### config.mk
export PLATFORM = sky130hd
export DESIGN_NAME = t06_snake_body_engine
export DESIGN_NICKNAME = d
export VERILOG_FILES = /design/src/rtl/t06_snake_body_engine.sv
export SDC_FILE = /design/constraint.sdc
export NUM_CORES = 1
export LEC_CHECK = 0
export BUFFER_PORTS_ARGS = -buffer_cell sky130_fd_sc_hd__buf_2
export CAP_MARGIN = 30
export CORE_ASPECT_RATIO = 1.2
export CORE_MARGIN = 2
export CORE_UTILIZATION = 55
export CTS_CLUSTER_SIZE = 10
export DETAILED_ROUTE_END_ITERATION = 12
export PLACE_DENSITY = 0.8
export SLEW_MARGIN = 20
export SYNTH_ARGS = -nofsm -noshare
export SYNTH_HDL_FRONTEND = slang
export SYNTH_SLANG_ARGS = --single-unit
### constraint.sdc
create_clock -name main_clk -period 11.3 [get_ports main_clk]
set_clock_uncertainty 0.2 [all_clocks]
set_input_delay 1.13 -clock main_clk [delete_from_list [all_inputs] [get_ports main_clk]]
set_output_delay 1.13 -clock main_clk [all_outputs]
set_load 0.01 [all_outputs]
### src/rtl/t06_snake_body_engine.sv
// t06_snake_body_engine: snake body shift register with growth, scoring, self/wall collision (optional macro T06_WALL_WRAP_EN wraps the grid instead of hitting walls)
module t06_snake_body_engine #(
    parameter int COORD_W    = 4,
    parameter int MAX_LENGTH = 30,
    parameter int INIT_X     = 4,
    parameter int INIT_Y     = 4
) (
    input  logic                          main_clk,
    input  logic                          nrst,
    input  logic                          enable,
    input  logic                          step,
    input  logic [1:0]                    dir,
    input  logic                          grow,
    input  logic                          restart,
    output logic [COORD_W-1:0]            head_x,
    output logic [COORD_W-1:0]            head_y,
    output logic [MAX_LENGTH*COORD_W-1:0] body_x,
    output logic [MAX_LENGTH*COORD_W-1:0] body_y,
    output logic [MAX_LENGTH-1:0]         body_valid,
    output logic [7:0]                    length,
    output logic [7:0]                    score,
    output logic                          self_hit,
    output logic                          wall_hit
);
    localparam logic [COORD_W-1:0] IX  = COORD_W'(INIT_X);
    localparam logic [COORD_W-1:0] IX1 = COORD_W'(INIT_X - 1);
    localparam logic [COORD_W-1:0] IY  = COORD_W'(INIT_Y);

    function automatic logic [COORD_W-1:0] init_x(input int i);
        return (i == 0) ? IX : (i == 1) ? IX1 : '0;
    endfunction

    function automatic logic [COORD_W-1:0] init_y(input int i);
        return (i < 2) ? IY : '0;
    endfunction

    logic [COORD_W-1:0] seg_x [MAX_LENGTH];
    logic [COORD_W-1:0] seg_y [MAX_LENGTH];
    logic [COORD_W-1:0] nxt_x [MAX_LENGTH];
    logic [COORD_W-1:0] nxt_y [MAX_LENGTH];
    logic [1:0]         last_dir, eff_dir, nxt_dir;
    logic [COORD_W-1:0] nx, ny;
    logic [7:0]         chk_len, new_len, new_score, nxt_len, nxt_score;
    logic               wall_mv, self_mv, load_init, nxt_self, nxt_wall;

    assign head_x = seg_x[0];
    assign head_y = seg_y[0];

    genvar g;
    generate
        for (g = 0; g < MAX_LENGTH; g++) begin : g_out
            assign body_x[g*COORD_W +: COORD_W] = seg_x[g];
            assign body_y[g*COORD_W +: COORD_W] = seg_y[g];
            assign body_valid[g] = 8'(g) < length;
        end
    endgenerate

    // A reversal request is dropped in favour of the previous heading
    assign eff_dir = (dir == (last_dir ^ 2'b01)) ? last_dir : dir;
    assign nx = eff_dir[1] ? (eff_dir[0] ? seg_x[0] + 1'b1 : seg_x[0] - 1'b1) : seg_x[0];
    assign ny = eff_dir[1] ? seg_y[0] : (eff_dir[0] ? seg_y[0] + 1'b1 : seg_y[0] - 1'b1);

`ifdef T06_WALL_WRAP_EN
    assign wall_mv = 1'b0;
`else
    assign wall_mv = (eff_dir == 2'b00 && seg_y[0] == '0) || (eff_dir == 2'b01 && seg_y[0] == '1) ||
                     (eff_dir == 2'b10 && seg_x[0] == '0) || (eff_dir == 2'b11 && seg_x[0] == '1);
`endif

    assign chk_len   = grow ? length : length - 8'd1;
    assign new_len   = (grow && length != 8'(MAX_LENGTH)) ? length + 8'd1 : length;
    assign new_score = (grow && score != 8'hff) ? score + 8'd1 : score;
    assign load_init = restart | (step & (wall_mv | self_mv));

    // Self collision: new head against the segments that will still be occupied
    always_comb begin
        self_mv = 1'b0;
        for (int i = 0; i < MAX_LENGTH; i++)
            self_mv = self_mv | (8'(i) < chk_len && seg_x[i] == nx && seg_y[i] == ny);
    end

    // Next body/length/score: restart or a hit reloads the start pose, a clean move shifts the body
    always_comb begin
        nxt_x[0] = load_init ? IX : step ? nx : seg_x[0];
        nxt_y[0] = load_init ? IY : step ? ny : seg_y[0];
        for (int i = 1; i < MAX_LENGTH; i++) begin
            nxt_x[i] = load_init ? init_x(i) : !step ? seg_x[i] : (8'(i) < new_len ? seg_x[i-1] : '0);
            nxt_y[i] = load_init ? init_y(i) : !step ? seg_y[i] : (8'(i) < new_len ? seg_y[i-1] : '0);
        end
        nxt_len   = load_init ? 8'd2 : step ? new_len : length;
        nxt_score = restart ? 8'd0 : (step && !wall_mv && !self_mv) ? new_score : score;
        nxt_dir   = load_init ? 2'b11 : step ? eff_dir : last_dir;
        nxt_self  = !restart && step && !wall_mv && self_mv;
        nxt_wall  = !restart && step && wall_mv;
    end

    // State register: everything frozen while disabled unless a restart arrives
    always_ff @(posedge main_clk or negedge nrst) begin
        if (!nrst) begin
            for (int i = 0; i < MAX_LENGTH; i++) begin
                seg_x[i] <= init_x(i);
                seg_y[i] <= init_y(i);
            end
            length   <= 8'd2;
            score    <= 8'd0;
            last_dir <= 2'b11;
            self_hit <= 1'b0;
            wall_hit <= 1'b0;
        end else if (enable || restart) begin
            for (int i = 0; i < MAX_LENGTH; i++) begin
                seg_x[i] <= nxt_x[i];
                seg_y[i] <= nxt_y[i];
            end
            length   <= nxt_len;
            score    <= nxt_score;
            last_dir <= nxt_dir;
            self_hit <= nxt_self;
            wall_hit <= nxt_wall;
        end
    end
endmodule
==> results of run 1 <==
[how the worst max path moves through the flow]
stage,from,to,slack [ns],cells after the start
2_1_floorplan,dir[1],body_x[112]$_DFFE_PN0P_,5.56,18
3_3_place_gp,dir[1],body_x[108]$_DFFE_PN0P_,3.87,17
3_5_place_dp,dir[1],body_x[96]$_DFFE_PN0P_,3.75,17
4_1_cts,dir[1],body_x[104]$_DFFE_PN0P_,4.31,17
5_1_grt,dir[1],body_x[65]$_DFFE_PN0P_,3.99,18
6_report,dir[1],body_x[104]$_DFFE_PN0P_,4.28,17
[worst reg2reg max path, cell delays in order (launching register included)]
cell,delay (ns)
dfstp_2,0.56
xor2_2,0.19
mux2i_4,0.60
ha_1,0.39
xor2_1,0.21
a21oi_4,0.54
buf_4,0.44
xor2_1,0.12
nand3_1,0.18
a2111oi_0,0.14
a2111oi_2,0.47
o2111ai_2,0.36
nor4_4,0.34
buf_4,0.41
and2b_4,0.56
buf_4,0.74
a32o_1,0.36
[logic make-up after synthesis]
| logic type | count (synthesis) | synth area share |
|---|---|---|
| AO/OA/AOI/OAI | 409 | 0.222 |
| AND/OR/NAND/NOR | 311 | 0.108 |
| XOR/XNOR | 299 | 0.175 |
| flip-flops | 260 | 0.424 |
| buffers and inverters | 145 | 0.0454 |
| multiplexers | 20 | 0.0157 |
| adder cells (fa/ha/maj) | 11 | 0.00993 |
[where the power goes]
part	internal (mW)	switching (mW)	total [mW]
combinational	0.147	0.231	0.378
sequential	0.938	0.0211	0.959
clock	0.515	0.394	0.909
total	1.60	0.646	2.25
[flip-flops by register name, indices dropped and copies added (netlist names)]
| name | flops |
|---|---|
| head_x | 4 |
| last_dir | 2 |
| score | 8 |
| length | 8 |
| self_hit | 1 |
| head_y | 4 |
| body_x | 116 |
| body_y | 116 |
| wall_hit | 1 |
[placed cells by master, fill, tap and decap left out, drive strengths merged, types with 6 or more instances in the layout]
cell     count
a22o       121
nor4        35
nand2b       8
dfrtp      252
mux2         7
dfstp        8
xor2       136
o2111ai      7
ha           9
a21boi       7
nand3       25
a211oi       8
and2        14
mux2i       13
nor3        22
a21oi       44
o21ai       39
or2          6
nor2b        8
o211ai       7
nor2        57
a31oi       11
a2111oi      8
nand2       62
inv         16
and4         8
clkbuf      49
and3        13
a32o       112
nand4       30
or4          9
buf        330
xnor2      160
[synthesized netlist by cell type, types with 11 or more instances]
cell type	number
a21oi_1	44
a22o_1	121
a31oi_1	11
a32o_1	112
and2_1	14
and3_1	13
buf_1	15
buf_2	18
buf_4	11
buf_6	12
clkbuf_1	72
dfrtp_1	252
inv_1	16
mux2i_1	11
nand2_1	62
nand3_1	25
nand4_1	30
nor2_1	57
nor3_1	22
nor4_1	33
o21ai_0	34
xnor2_1	157
xor2_1	135
[cell type report]
class	instances	area, um2
Fill cell	2278	9790
Multi-Input combinational cell	1050	8200
Sequential cell	260	6520
Timing Repair Buffer	330	1810
Clock buffer	49	862
Tap cell	379	474
Inverter	17	63.8
Clock inverter	1	30.0
[through the flow]
stage / cell area, um2 / util / worst slack, ns
after global routing: 18000 / 0.647 / 3.99
after CTS: 17900 / 0.643 / 4.31
after floorplan: 15400 / - / 5.56
final: 18000 / 0.647 / 4.28
after detailed placement: 17000 / 0.611 / 3.75
after global placement: 17000 / 0.611 / 3.87
[per-layer routing]
layer | vias up | wire (um)
met1 | 6883 | 20600
met4 | 0 | 2900
met3 | 178 | 5300
met2 | 952 | 24600
met5 | - | 0
li1 | 5905 | -
==> metrics.md, run 1 <==
| Metric | Value |
|---|---|
| Status | `completed` |
| Worst-Skew Late Latency | `0.58 ns` |
| Die ar. | `29300 um2` |
| P&R area growth vs syn | `16.8%` |
| DIE HEIGHT | `187 um` |
| Global-route wire length before repair | `80500 um` |
| Largest stage delay on the critical path | `0.72 ns` |
| Htree depth | `1` |
| Num CTS Buffers | `30` |
| Die X | `157 um` |
| Largest net degree at the start of global routing | `131` |
| Critical Path RT | `11.61 ns` |
| Syn Area/Cell | `10.6 um2` |
| Synth unique cells | `74` |
| Max FO, Critical Path | `79` |
| Drt pass-1 iters | `5` |
| R2r setup slk | `4.43 ns` |
| Critical-path cell list | `buf_2, xor2_2, mux2i_4, ha_1, xor2_1, a21oi_4, buf_4, xor2_1, nand3_1, a2111oi_0, a2111oi_2, o2111ai_2, nor4_4, buf_4, and2b_4, buf_4, a32o_1` |
| Fin crit share | `0.621` |
| Worst path slowest cell | `buf_4` |
| CP Class | `in2reg` |
| Post-CTS Setup Bufs | `0` |
| Final hold slack | `0.311 ns` |
| Reg-to-reg endpoint | `body_x[104]$_DFFE_PN0P_` |
| Met1 usage | `0.494` |
| Post-Place Cells | `2032` |
| # diodes | `0` |
| Mapped Area | `15400 um2` |
| Top cell family by delay on the critical path | `compound AO/OA/AOI/OAI gates` |
| Synth warnings | `0` |
| Final net count | `1708` |
| I/O pin cnt | `304` |
| Met3 GRT Util | `0.0561` |
| CP arrival | `7.33 ns` |
| GR peak layer | `met2` |
| Rows | `67` |
| Startpoint Class | `primary input` |
| Post-synthesis sequential area ratio | `0.424` |
| Total number of vias | `13900` |
| Final hold violations | `0` |
| Tightest Pin Transition | `1.04 ns` |
| Initial DRC count | `1708` |
| #FFs+latches synth | `260` |
| Max-slew violations | `0` |
| CTS Hold Buffers Added | `0` |
| Initial antenna violation count | `0` |
| Final min period | `7.02 ns` |
| Total power | `2.25 mW` |
| Worst vdd ir | `0.111 mV` |
| GR Util met2 | `0.548` |
| Max_cap viols | `0` |
| PortBufs | `303` |
| Leak Pwr | `8.81 nW` |
| Number of flops mapped to enable cells by yosys | `0` |
| Root Driver | `clkbuf_16` |
| Worst hold stages | `2` |
| Routability cong. | `1.02` |
| Reg2Reg Depth | `16` |
| CTS tree | `yes` |
| Post-route DRC | `0` |
| DR WL/cell | `25.6 um` |
| Main synth FF type | `dfrtp_1` |
| PD cells | `125 nW/um2` |
| Layout cell share with drive strength beyond 1 | `0.241` |
| Hold crit path type | `reg2reg` |
| Cell Count, Final, Fillers Out | `2086` |
| Slew headroom | `0.309` |
| Antenna Violating Nets Remaining | `0` |
| GR Util All Layers | `0.356` |
| CTS resizes | `0` |
| Congestion Overflow GR | `0` |
| Max clock buf depth | `3` |
| Mapped Nets | `1474` |
| Worst Path Buf+Inv | `4` |
| TNS Setup | `0 ns` |
| Hold path endpoint | `self_hit$_DFFE_PN0P_` |
| Worst Min Path Start | `self_hit$_DFFE_PN0P_` |
| Vias/cell | `6.67` |
| Post-synth top area share | `0.410` |
| Initial Util | `0.554` |
| Total wire length | `53400 um` |
| Clock transition at path regs | `0.06 ns` |
| Vias in the first global route | `13100` |
| RSZ-0062 raised after global routing | `no` |
| Yosys top cell by area | `dfrtp_1` |
| Core Area | `27700 um2` |
| Max Clk Rate | `143 MHz` |
| Post-synthesis async set-or-reset flop share | `1.00` |
| Top cells by area, synth | `dfrtp_1 (41%), xnor2_1 (8.9%), xor2_1 (7.7%)` |
| Cell mode on critical path | `buf_4` |
| Critical Path End Type | `flip-flop` |
| Crit Reg-Reg Startpoint | `last_dir[1]$_DFFE_PN1P_` |
| DP HPWL | `37100 um` |
| Synth Instances | `1455` |
| Setup violations, final | `0` |
| CTS sink cnt | `260` |
No activity file was read; power rests on OpenSTA's default activity.
==> run 2, diff against run 1 <==
- CORE_UTILIZATION: 55 -> 51
- PLACE_DENSITY: 0.8 -> 0.78
- clock period: 11.3 -> 6.12 ns (I/O delays scaled with it)
==> metrics.md, run 2 (synthesized netlist as in run 1, its figures left out) <==
| Metric | Value |
|---|---|
| CTS sink cnt | `260 (unchanged)` |
| Max Clk Rate | `173 MHz` |
| Commonest non-fill, non-tap cell in the layout | `buf_2` |
| Most frequent cells in the layout | `buf_2 (302), dfrtp_1 (248), xnor2_1 (157)` |
| Initial DRC count | `1655 (-3.1%)` |
| P&R area growth vs syn | `17.3%` |
| Htree depth | `1 (unchanged)` |
| Die X | `162 um (+3.7%)` |
| Critical-path cell list | `xor2_2, mux2i_4, ha_1, a21oi_1, a21oi_1, mux2_4, xnor2_1, buf_4, xnor2_1, o32ai_1, nor4_1, o2111ai_2, nor4_4, buf_4, nor2b_1, a22o_1` |
| Worst vdd ir | `0.239 mV (+120%)` |
| Leak Pwr | `8.85 nW (+0.45%)` |
| Final net count | `1721 (+0.76%)` |
| Congestion Overflow GR | `0 (unchanged)` |
| Post-route DRC | `0 (unchanged)` |
| Top cell family by delay on the critical path | `simple AND/OR/NAND/NOR gates` |
| Initial antenna violation count | `0 (unchanged)` |
| Status | `finished with violations` |
| Initial Util | `0.519 (-0.0349)` |
| CP Class | `reg2reg` |
| Final min period | `5.79 ns` |
| Global-route wire length before repair | `82400 um (+2.3%)` |
| CP arrival | `6.12 ns (-1.21 ns)` |
| Post-CTS Setup Bufs | `0 (unchanged)` |
| PD cells | `228 nW/um2 (+82%)` |
| CTS tree | `yes` |
| Total wire length | `54000 um (+1.1%)` |
| Largest stage delay on the critical path | `0.65 ns (-0.07 ns)` |
| Utilization after layout | `0.609 (-0.0380)` |
| Rows | `69 (+3.0%)` |
| Max_cap viols | `0 (unchanged)` |
| Final hold slack | `-0.0647 ns (-0.375 ns)` |
| Total number of vias | `13900 (-0.42%)` |
| Clock transition at path regs | `0.06 ns (about the same)` |
| Final hold violations | `51 (+51)` |
| DIE HEIGHT | `194 um (+3.8%)` |
| Drt pass-1 iters | `5 (unchanged)` |
| Slew headroom | `0.156 (-0.153)` |
| Fin crit share | `0.946` |
| Worst-Skew Late Latency | `0.60 ns (+0.02 ns)` |
| Setup violations, final | `0 (unchanged)` |
| DP HPWL | `38200 um (+3.0%)` |
| Root Driver | `clkbuf_16` |
| Vias/cell | `6.55 (-1.8%)` |
| Die ar. | `31500 um2 (+7.7%)` |
| Post-Place Cells | `2058 (+1.3%)` |
| Core Area | `29600 um2 (+6.7%)` |
| Critical Path RT | `6.45 ns (-5.16 ns)` |
| I/O pin cnt | `304 (unchanged)` |
| RSZ-0062 raised after global routing | `no` |
| Worst path slowest cell | `nor2b_1` |
| Num CTS Buffers | `30 (unchanged)` |
| Cell Count, Final, Fillers Out | `2116 (+1.4%)` |
| Startpoint Class | `flip-flop` |
| Layout cell share with drive strength beyond 1 | `0.244 (+0.00314)` |
| Worst Path Buf+Inv | `2 (-2)` |
| Total power | `4.11 mW (+83%)` |
| PortBufs | `303 (unchanged)` |
| Routability cong. | `0.982 (-4.0%)` |
| TNS Setup | `0 ns (unchanged)` |
| Largest net degree at the start of global routing | `236 (+80%)` |
| CTS resizes | `0 (unchanged)` |
| Max FO, Critical Path | `36 (-54%)` |
| DR WL/cell | `25.5 um (-0.34%)` |
| Vias in the first global route | `13300 (+1.9%)` |
| Max-slew violations | `0 (unchanged)` |
| Failing checks | `hold timing` |
| Max clock buf depth | `3 (unchanged)` |
| CTS Hold Buffers Added | `0 (unchanged)` |
| Critical Path End Type | `flip-flop` |
| GR Util All Layers | `0.337 (-0.0195)` |
| Tightest Pin Transition | `1.27 ns (+0.230 ns)` |
| Antenna Violating Nets Remaining | `0 (unchanged)` |
| # diodes | `0 (unchanged)` |
| Hold crit path type | `in2async` |
run 2: cell count changes in the layout (fill, tap and decap cells not counted), sizes merged:
cell	delta
buf	+13
clkbuf	+5
inv	+1
run 2: where the power goes:
| part | internal [mW] | switching, mW | leakage (nW) | total (mW) |
|---|---|---|---|---|
| Combinational | 0.279 | 0.421 | 4.84 | 0.699 |
| Clock | 0.923 | 0.722 | 0.414 | 1.65 |
| Sequential | 1.73 | 0.0385 | 3.60 | 1.77 |
run 2: layout make-up:
class	count	area [um2]
Clock buffer	54	841
Clock inverter	2	38.8
Fill cell	2443	11600
Inverter	17	63.8
Multi-Input combinational cell	1050	8200
Sequential cell	260	6520
Tap cell	390	488
Timing Repair Buffer	343	1880
run 2: layer usage:
metal / vias up / GRT usage / wire (um)
li1: 5936 / - / -
met1: 6916 / 0.445 / 20300
met2: 834 / 0.535 / 25500
met3: 173 / 0.0670 / 5410
met4: 0 / 0.154 / 2830
met5: - / 0 / 0
run 2: metrics by stage:
step	setup WS, ns	instance area (um2)	hold slack, ns
floorplan	0.893	15400	0.116
global placement	0.424	17100	0.317
detailed placement	0.248	17100	0.324
CTS	0.442	18000	0.000885
global route	0.158	18000	0.0338
finish	0.330	18000	-0.0647
run 2: final timing paths:
check | startpoint | end | slack [ns] | depth (start not counted)
max | last_dir[1]$_DFFE_PN1P_ | body_x[28]$_DFFE_PN0P_ | 0.33 | 16
min | nrst | body_x[108]$_DFFE_PN0P_ | -0.06 | 1
max reg2reg | last_dir[1]$_DFFE_PN1P_ | body_x[28]$_DFFE_PN0P_ | 0.33 | 16
min reg2reg | self_hit$_DFFE_PN0P_ | self_hit$_DFFE_PN0P_ | 0.33 | 2
max in group asynchronous | nrst | body_x[15]$_DFFE_PN0P_ | 4.34 | 2
min in group main_clk | enable | self_hit$_DFFE_PN0P_ | 0.19 | 4
